===== config.mk =====
export PLATFORM = sky130hd
export DESIGN_NAME = icache
export DESIGN_NICKNAME = d
export VERILOG_FILES = /design/src/rtl/cpu_types_pkg.sv /design/src/rtl/icache.sv
export SDC_FILE = /design/constraint.sdc
export NUM_CORES = 1
export LEC_CHECK = 0
export BUFFER_PORTS_ARGS = -buffer_cell sky130_fd_sc_hd__buf_2
export CORE_MARGIN = 1
export CORE_UTILIZATION = 40
export CTS_BUF_LIST = sky130_fd_sc_hd__clkbuf_4 sky130_fd_sc_hd__clkbuf_8 sky130_fd_sc_hd__clkbuf_16
export DETAILED_ROUTE_END_ITERATION = 8
export GPL_TIMING_DRIVEN = 0
export PLACE_DENSITY = 0.63
export RECOVER_POWER = 100
export SLEW_MARGIN = 0
export SYNTH_ARGS = -nofsm -noshare
export SYNTH_HDL_FRONTEND = slang
export SYNTH_SLANG_ARGS = --single-unit

===== constraint.sdc =====
create_clock -name CLK -period 5.3 [get_ports CLK]
set_input_delay 0.53 -clock CLK [delete_from_list [all_inputs] [get_ports CLK]]
set_output_delay 0.53 -clock CLK [all_outputs]
set_load 0.1 [all_outputs]

===== src/rtl/cpu_types_pkg.sv =====
// cpu_types_pkg: shared CPU word type plus instruction cache frame, sizing and state types
package cpu_types_pkg;

  typedef logic [31:0] word_t;

  localparam int ICACHE_SETS  = 16;
  localparam int ICACHE_IDX_W = 4;
  localparam int ICACHE_TAG_W = 26;

  typedef struct packed {
    logic                    valid;
    logic [ICACHE_TAG_W-1:0] tag;
    word_t                   data;
  } icache_frame_t;

  typedef enum logic {IDLE, FETCH} icache_state_t;

endpackage


===== src/rtl/icache.sv =====
// icache: direct-mapped one-word-per-block instruction cache between fetch stage and memory controller
module icache
  import cpu_types_pkg::*;
#(
  parameter int SETS   = ICACHE_SETS,
  parameter int WORD_W = 32
) (
  input  logic              CLK,
  input  logic              nRST,
  input  logic              imemREN,
  input  logic [31:0]       imemaddr,
  output logic              ihit,
  output logic [WORD_W-1:0] imemload,
  input  logic              flush,
  output logic              iREN,
  output logic [31:0]       iaddr,
  input  logic              iwait,
  input  logic [WORD_W-1:0] iload
);

  localparam int IDX_W = $clog2(SETS);
  localparam int TAG_W = 30 - IDX_W;

  typedef struct packed {
    logic              valid;
    logic [TAG_W-1:0]  tag;
    logic [WORD_W-1:0] data;
  } frame_t;

  frame_t        frames_q [SETS];
  frame_t        frames_d [SETS];
  icache_state_t state_q, state_d;
  word_t         miss_addr_q, miss_addr_d;

  logic [IDX_W-1:0] idx, fill_idx;
  logic [TAG_W-1:0] tag;
  frame_t           frame;

  assign idx      = imemaddr[IDX_W+1:2];
  assign tag      = imemaddr[31:IDX_W+2];
  assign fill_idx = miss_addr_q[IDX_W+1:2];
  assign frame    = frames_q[idx];

  // Datapath-facing hit and fill request; ihit is gated by IDLE so it can never rise during a fill
  always_comb begin
    ihit     = (state_q == IDLE) && imemREN && frame.valid && (frame.tag == tag);
    imemload = ihit ? frame.data : '0;
    iREN     = (state_q == FETCH);
    iaddr    = iREN ? miss_addr_q : '0;
  end

  // Miss capture, fill completion and flush; flush is applied last so it overrides a same-cycle fill
  always_comb begin
    frames_d    = frames_q;
    state_d     = state_q;
    miss_addr_d = miss_addr_q;
    if (state_q == IDLE && imemREN && !ihit) begin
      miss_addr_d = imemaddr & ~32'h3;
      state_d     = FETCH;
    end
    if (state_q == FETCH && !iwait) begin
      frames_d[fill_idx] = '{valid: 1'b1, tag: miss_addr_q[31:IDX_W+2], data: iload};
      state_d            = IDLE;
    end
    if (flush)
      for (int i = 0; i < SETS; i++) frames_d[i].valid = 1'b0;
  end

  // State registers with asynchronous active-low reset
  always_ff @(posedge CLK, negedge nRST) begin
    if (!nRST) begin
      state_q     <= IDLE;
      miss_addr_q <= '0;
      for (int i = 0; i < SETS; i++) frames_q[i] <= '0;
    end else begin
      state_q     <= state_d;
      miss_addr_q <= miss_addr_d;
      frames_q    <= frames_d;
    end
  end

endmodule


==> Word-level counts from Yosys, hierarchy flattened <==
Cells that the tools add are included.
{ "op_classes": {"n_eq_ne": 1, "n_reduce_logical": 10, "order_cmp": 3, "bitwise_logic": 3, "n_mux": 27} }
{ "op_table": {"columns": ["operator", "count"], "rows": [
  ["$bwmux 944", 1],
  ["$mux 944", 1],
  ["$bmux 59 s4", 1],
  ["$demux 59 s4", 1],
  ["$mux 59", 3],
  ["$mux 32", 2],
  ["$eq 26x26->1", 1],
  ["$mux 1", 18],
  ["$ge 5x5->1 const B", 2],
  ["$not 4->5", 2],
  ["$logic_and 1x1->1", 6],
  ["$lt 5x1->1 const B", 1],
  ["$reduce_bool 2->1", 2],
  ["$logic_not 1->1", 2],
  ["$not 1->1", 1]
]} }
{ "word_totals": {"reg_bits": 975, "output_inout_bits": 66, "elab_cells": 94, "input_bits": 69} }

==> Longest topological paths before layout <==
{ "depth": {"word_depth": 10, "depth_mapped": 15, "ltp_nobuf": 8} }

==> Worst setup path after synthesis <==
No wires, ideal clock.
{ "synth_timing": {"path_kind": "input to output", "startpoint": "in imemaddr[3]", "endpoint": "out imemload[22]", "n_path_buf": 6, "required_ps": 4770, "arrival_time_ps": 4036, "stages": 12, "slack_ps": 734, "cell_sequence": "buf_4 > buf_2 > buf_4 > buf_2 > buf_2 > mux4_2 > a221o_1 > a32oi_1 > o2111ai_1 > nor4_4 > clkbuf_1 > and3_1"} }
{ "synth_between": {"elab_chain_cells": 7, "word_cells_on_any_way": 8, "cone_classes": "eq/ne: 1; mux: 4; bitwise: 1; reduce/logical: 2"} }
{ "synth_lines": {"columns": ["item", "line_no", "rtl"], "rows": [
  ["start: declaration", "icache.sv:11", "input logic [31:0] imemaddr,"],
  ["$not 4->5 (not written as such) *", "icache.sv:42", "assign frame = frames_q[idx];"],
  ["$bmux 59 s4 *", "icache.sv:42", null],
  ["$mux 59 (not written as such) * (2 in a row)", "icache.sv:42", null],
  ["$eq 26x26->1 / $logic_and 1x1->1 (equally long branches)", "icache.sv:46", "ihit = (state_q == IDLE) && imemREN && frame.valid && (frame.tag == tag);"],
  ["$logic_and 1x1->1", "icache.sv:46", null],
  ["$mux 32 *", "icache.sv:47", "imemload = ihit ? frame.data : '0;"],
  ["end: declaration", "icache.sv:13", "output logic [WORD_W-1:0] imemload,"]
]} }
Every way passes the cells marked *; elsewhere a longest branch is shown, timed or not. The select of a mux whose other input is x is not followed.

==> Final worst setup path <==
{ "layout_timing": {"startpoint": "in imemaddr[5]", "endpoint": "out imemload[20]"} }
The elaborated chain is that of the path after synthesis.

==> results.tsv <==
stage	metric	value	unit
power_and_ir_drop	seqPwrFrac	46.1	%
finish	syn_to_final_growth	14.70	%
critical_path	worstPathMaxFanout	10	
floorplan	io_pins	135	
finish	drive_above_1_share	51.03	%
critical_path	startpoint	imemaddr[5]	
clocking	htree_levels	3	
yosys	synth_area_leaders	dfrtp_1 55%, mux2_2 24%, mux4_2 13%	
critical_path	cp-start-kind	primary input	
power_and_ir_drop	powerDensity	511.9	mW/mm2
finish	post-route-util	46.27	%
yosys	netlist-cell-type-count	56	
global_route	grt_max_degree	150	
sta	relSlewSlack	-150.6	%
power_and_ir_drop	comb_power_share	24.6	%
route	drc	0	
yosys	yosys_register_bits	975	
clocking	path_clk_slew	60	ps
power_and_ir_drop	design_power_total	0.02618	W
finish	final_common_cell	dfrtp_1	
floorplan	coreArea	0.1105	mm2
yosys	synth_flop_cell	dfrtp_1	
global_route	track_usage	22.31	%
yosys	ys_seq_area_share	54.73	%
yosys	synthArstFlopShare	100.0	%
critical_path	cp_top_family	buffers and inverters	
critical_path	critPathKind	in -> out	
flow_run	max-cap-violations	5	
power_and_ir_drop	p_leak	23.06	nW
yosys	avgSynthCellArea	16.07	um2
yosys	netlist_instances	2774	
critical_path	path_common_cell	buf_4	
sta	final.setup.worst_slack	42.14	ps
sta	slew_violations	643	
route	routed_wl	123600	um
yosys	syn_area	0.04458	mm2
floorplan	row_count	122	
clocking	clkLatencyLatePin	690	ps
finish	layout_common_cells	975 x dfrtp_1, 941 x mux2_2, 258 x mux4_2, 205 x clkbuf_1, 103 x clkbuf_16	
sta	setup_tns	0	ps
yosys	yosysTopAreaCell	dfrtp_1	
placement	routabilityCongestion	0.8283	
critical_path	rr_startpoint	iREN	
critical_path	cp_slowest_cell	buf_2	
global_route	grt_remaining_overflow	0	
sta	worstMarginPinSlew	3759	ps
route	vias	25720	
route	drt_iter0_drc	1751	
critical_path	cp-end-kind	output port	
critical_path	cp.depth	15	
power_and_ir_drop	clkPwrFrac	29.3	%
hold_path	holdCritPathClass	in -> reg	
sta	period_share	99.20	%
global_route	grt_pass1_wl	184200	um
floorplan	die_h	335.8	um
clocking	clockBufferDepth	3	
yosys	yosysWarnings	0	
yosys	netlist.area_leader.share	54.73	%
route	vias_per_cell	5.607	
sta	hold_viol_final	0	
hold_path	min_from	imemaddr[14]	
sta	rsz0062_at_grt	no	
floorplan	dieArea	0.1128	mm2
yosys	synth_edf_count	0	
route	antenna_left	0	
critical_path	arrival	4730	ps
global_route	grt_pass1_vias	26820	
power_and_ir_drop	p_sw	0.007084	W
hold_path	min_path_cells	2	
sta	finalSetupViolations	0	
critical_path	worstPathRequired	4770	ps
clocking	cts_buffers	102	
clocking	root_buffer	clkbuf_16	
route	wl_per_cell	26.94	um
global_route	antenna_found_initial	11	
placement	port_buffers	126	
critical_path	crit_chain	clkbuf_1 > buf_4 > buf_4 > buf_4 > buf_2 > buf_2 > clkbuf_4 > nor2_1 > o21bai_1 > o2111ai_1 > nor4_4 > buf_4 > clkbuf_2 > and3_1 > buf_4	
placement	place_hpwl	81390	um
finish	finalNetCount	3088	
power_and_ir_drop	worst_ir_drop_vdd	374.6	uV
floorplan	initial_core_util	40.34	%
power_and_ir_drop	internal_power	0.01909	W
clocking	cts_tree	done	
route	drt_pass1_iterations	5	
critical_path	rr_worst_depth	6	
clocking	clock-sinks	975	
sta	finalCriticalPeriod	5258	ps
status	status	finished, violations left	
floorplan	fp.dieW	335.8	um
status	violations	max-capacitance violations, max-slew violations	
sta	max_freq	190.2	MHz
critical_path	cp_num_buf_inv	10	
critical_path	cpPeakStageDelay	430	ps
sta	finClkSkew	30.31	ps
power_and_ir_drop	netSwitchingFraction	27.06	%
placement	place_ws	-1750	ps
metrics by stage:
stage          instance area (um2)  hold slack [ps]  std cells
2_1_floorplan                44580            234.4       2775
3_3_place_gp                 47080            474.7       4389
3_5_place_dp                 47290            483.9       4397
4_1_cts                      51330            93.09       4582
5_1_grt                      51130            100.9       4585
6_report                     51140            106.9       4588
sequential cells by signal, summed over array words and instances (netlist names):
name and cells:
frames_q 944, iREN 1, miss_addr_q 30
final timing paths:
path / endpoint / slack, ps
worst max-delay path: imemload[20] / 40
worst min-delay path: miss_addr_q[14] / 110
worst max register to register: frames_q[225] / 1140
worst min register to register: frames_q[235] / 490
max in group asynchronous: frames_q[311] / 860
min in group asynchronous: frames_q[751] / 360
synth_stat cells, types with 3 or more instances:
cell type	number
buf_4	11
a22oi_1	3
o2bb2ai_1	4
nand3_1	4
xnor2_1	20
buf_6	7
inv_1	16
mux4_2	258
mux2_2	941
and3_1	38
nor2b_1	9
buf_2	29
dfrtp_1	975
o21ai_0	3
o211ai_1	4
a21oi_1	13
o22ai_1	4
nor4_1	5
xor2_1	19
nand2_1	22
nand2b_1	6
mux2_4	29
buf_1	77
and2_1	30
clkbuf_1	124
mux2i_1	63
a221oi_1	4
nor2_1	22
cell families (layout without fill, tap and decap cells):
| logic type | after synthesis | in the layout | share of synthesized area [%] |
|---|---|---|---|
| flip-flops | 975 | 975 | 54.73 |
| AO/OA/AOI/OAI | 56 | 56 | 0.9206 |
| other | 1 | 6 | 0.008412 |
| XOR/XNOR | 39 | 39 | 0.7662 |
| buffers and inverters | 265 | 586 | 2.526 |
| AND/OR/NAND/NOR | 147 | 147 | 1.855 |
| multiplexers | 1291 | 1291 | 39.19 |
repair_timing:
item,in CTS,in global routing
gates resized for setup,134,14
hold endpoints to repair,73,0
endpoints found under the setup margin,62,33
hold buffers,1,0
buffers inserted,4,2
pin swaps,2,2
gates cloned,0,0
area by class of cell:
cell class | count | area [um2]
plain buffers | 248 | 1247
multi-input cells | 1535 | 19010
inverters | 16 | 60.06
flip-flops and latches | 975 | 24400
clock inverters | 35 | 583.1
repair buffers | 141 | 922.1
diodes | 4 | 10.01
well taps | 1488 | 1862
fillers | 9898 | 59380
clock buffers | 146 | 3044
power groups by stage:
stage | logic, W | clock network, W | registers, W
after floorplan | 0.00526 | 0 | 0.0116
after global placement | 0.00632 | 0 | 0.0121
after detailed placement | 0.00651 | 0 | 0.0121
after CTS | 0.00655 | 0.00781 | 0.0120
after global routing | 0.00693 | 0.00812 | 0.0124
final | 0.00645 | 0.00767 | 0.0121
metal layers:
metal	part of all wire (%)	wire (um)	GRT usage [%]
met1	45	55200	31.44
met2	47	57710	35.12
met3	5.8	7201	4.302
met4	2.8	3462	6.325
met5	0.034	42	0
(Power assumes the default switching activity.)
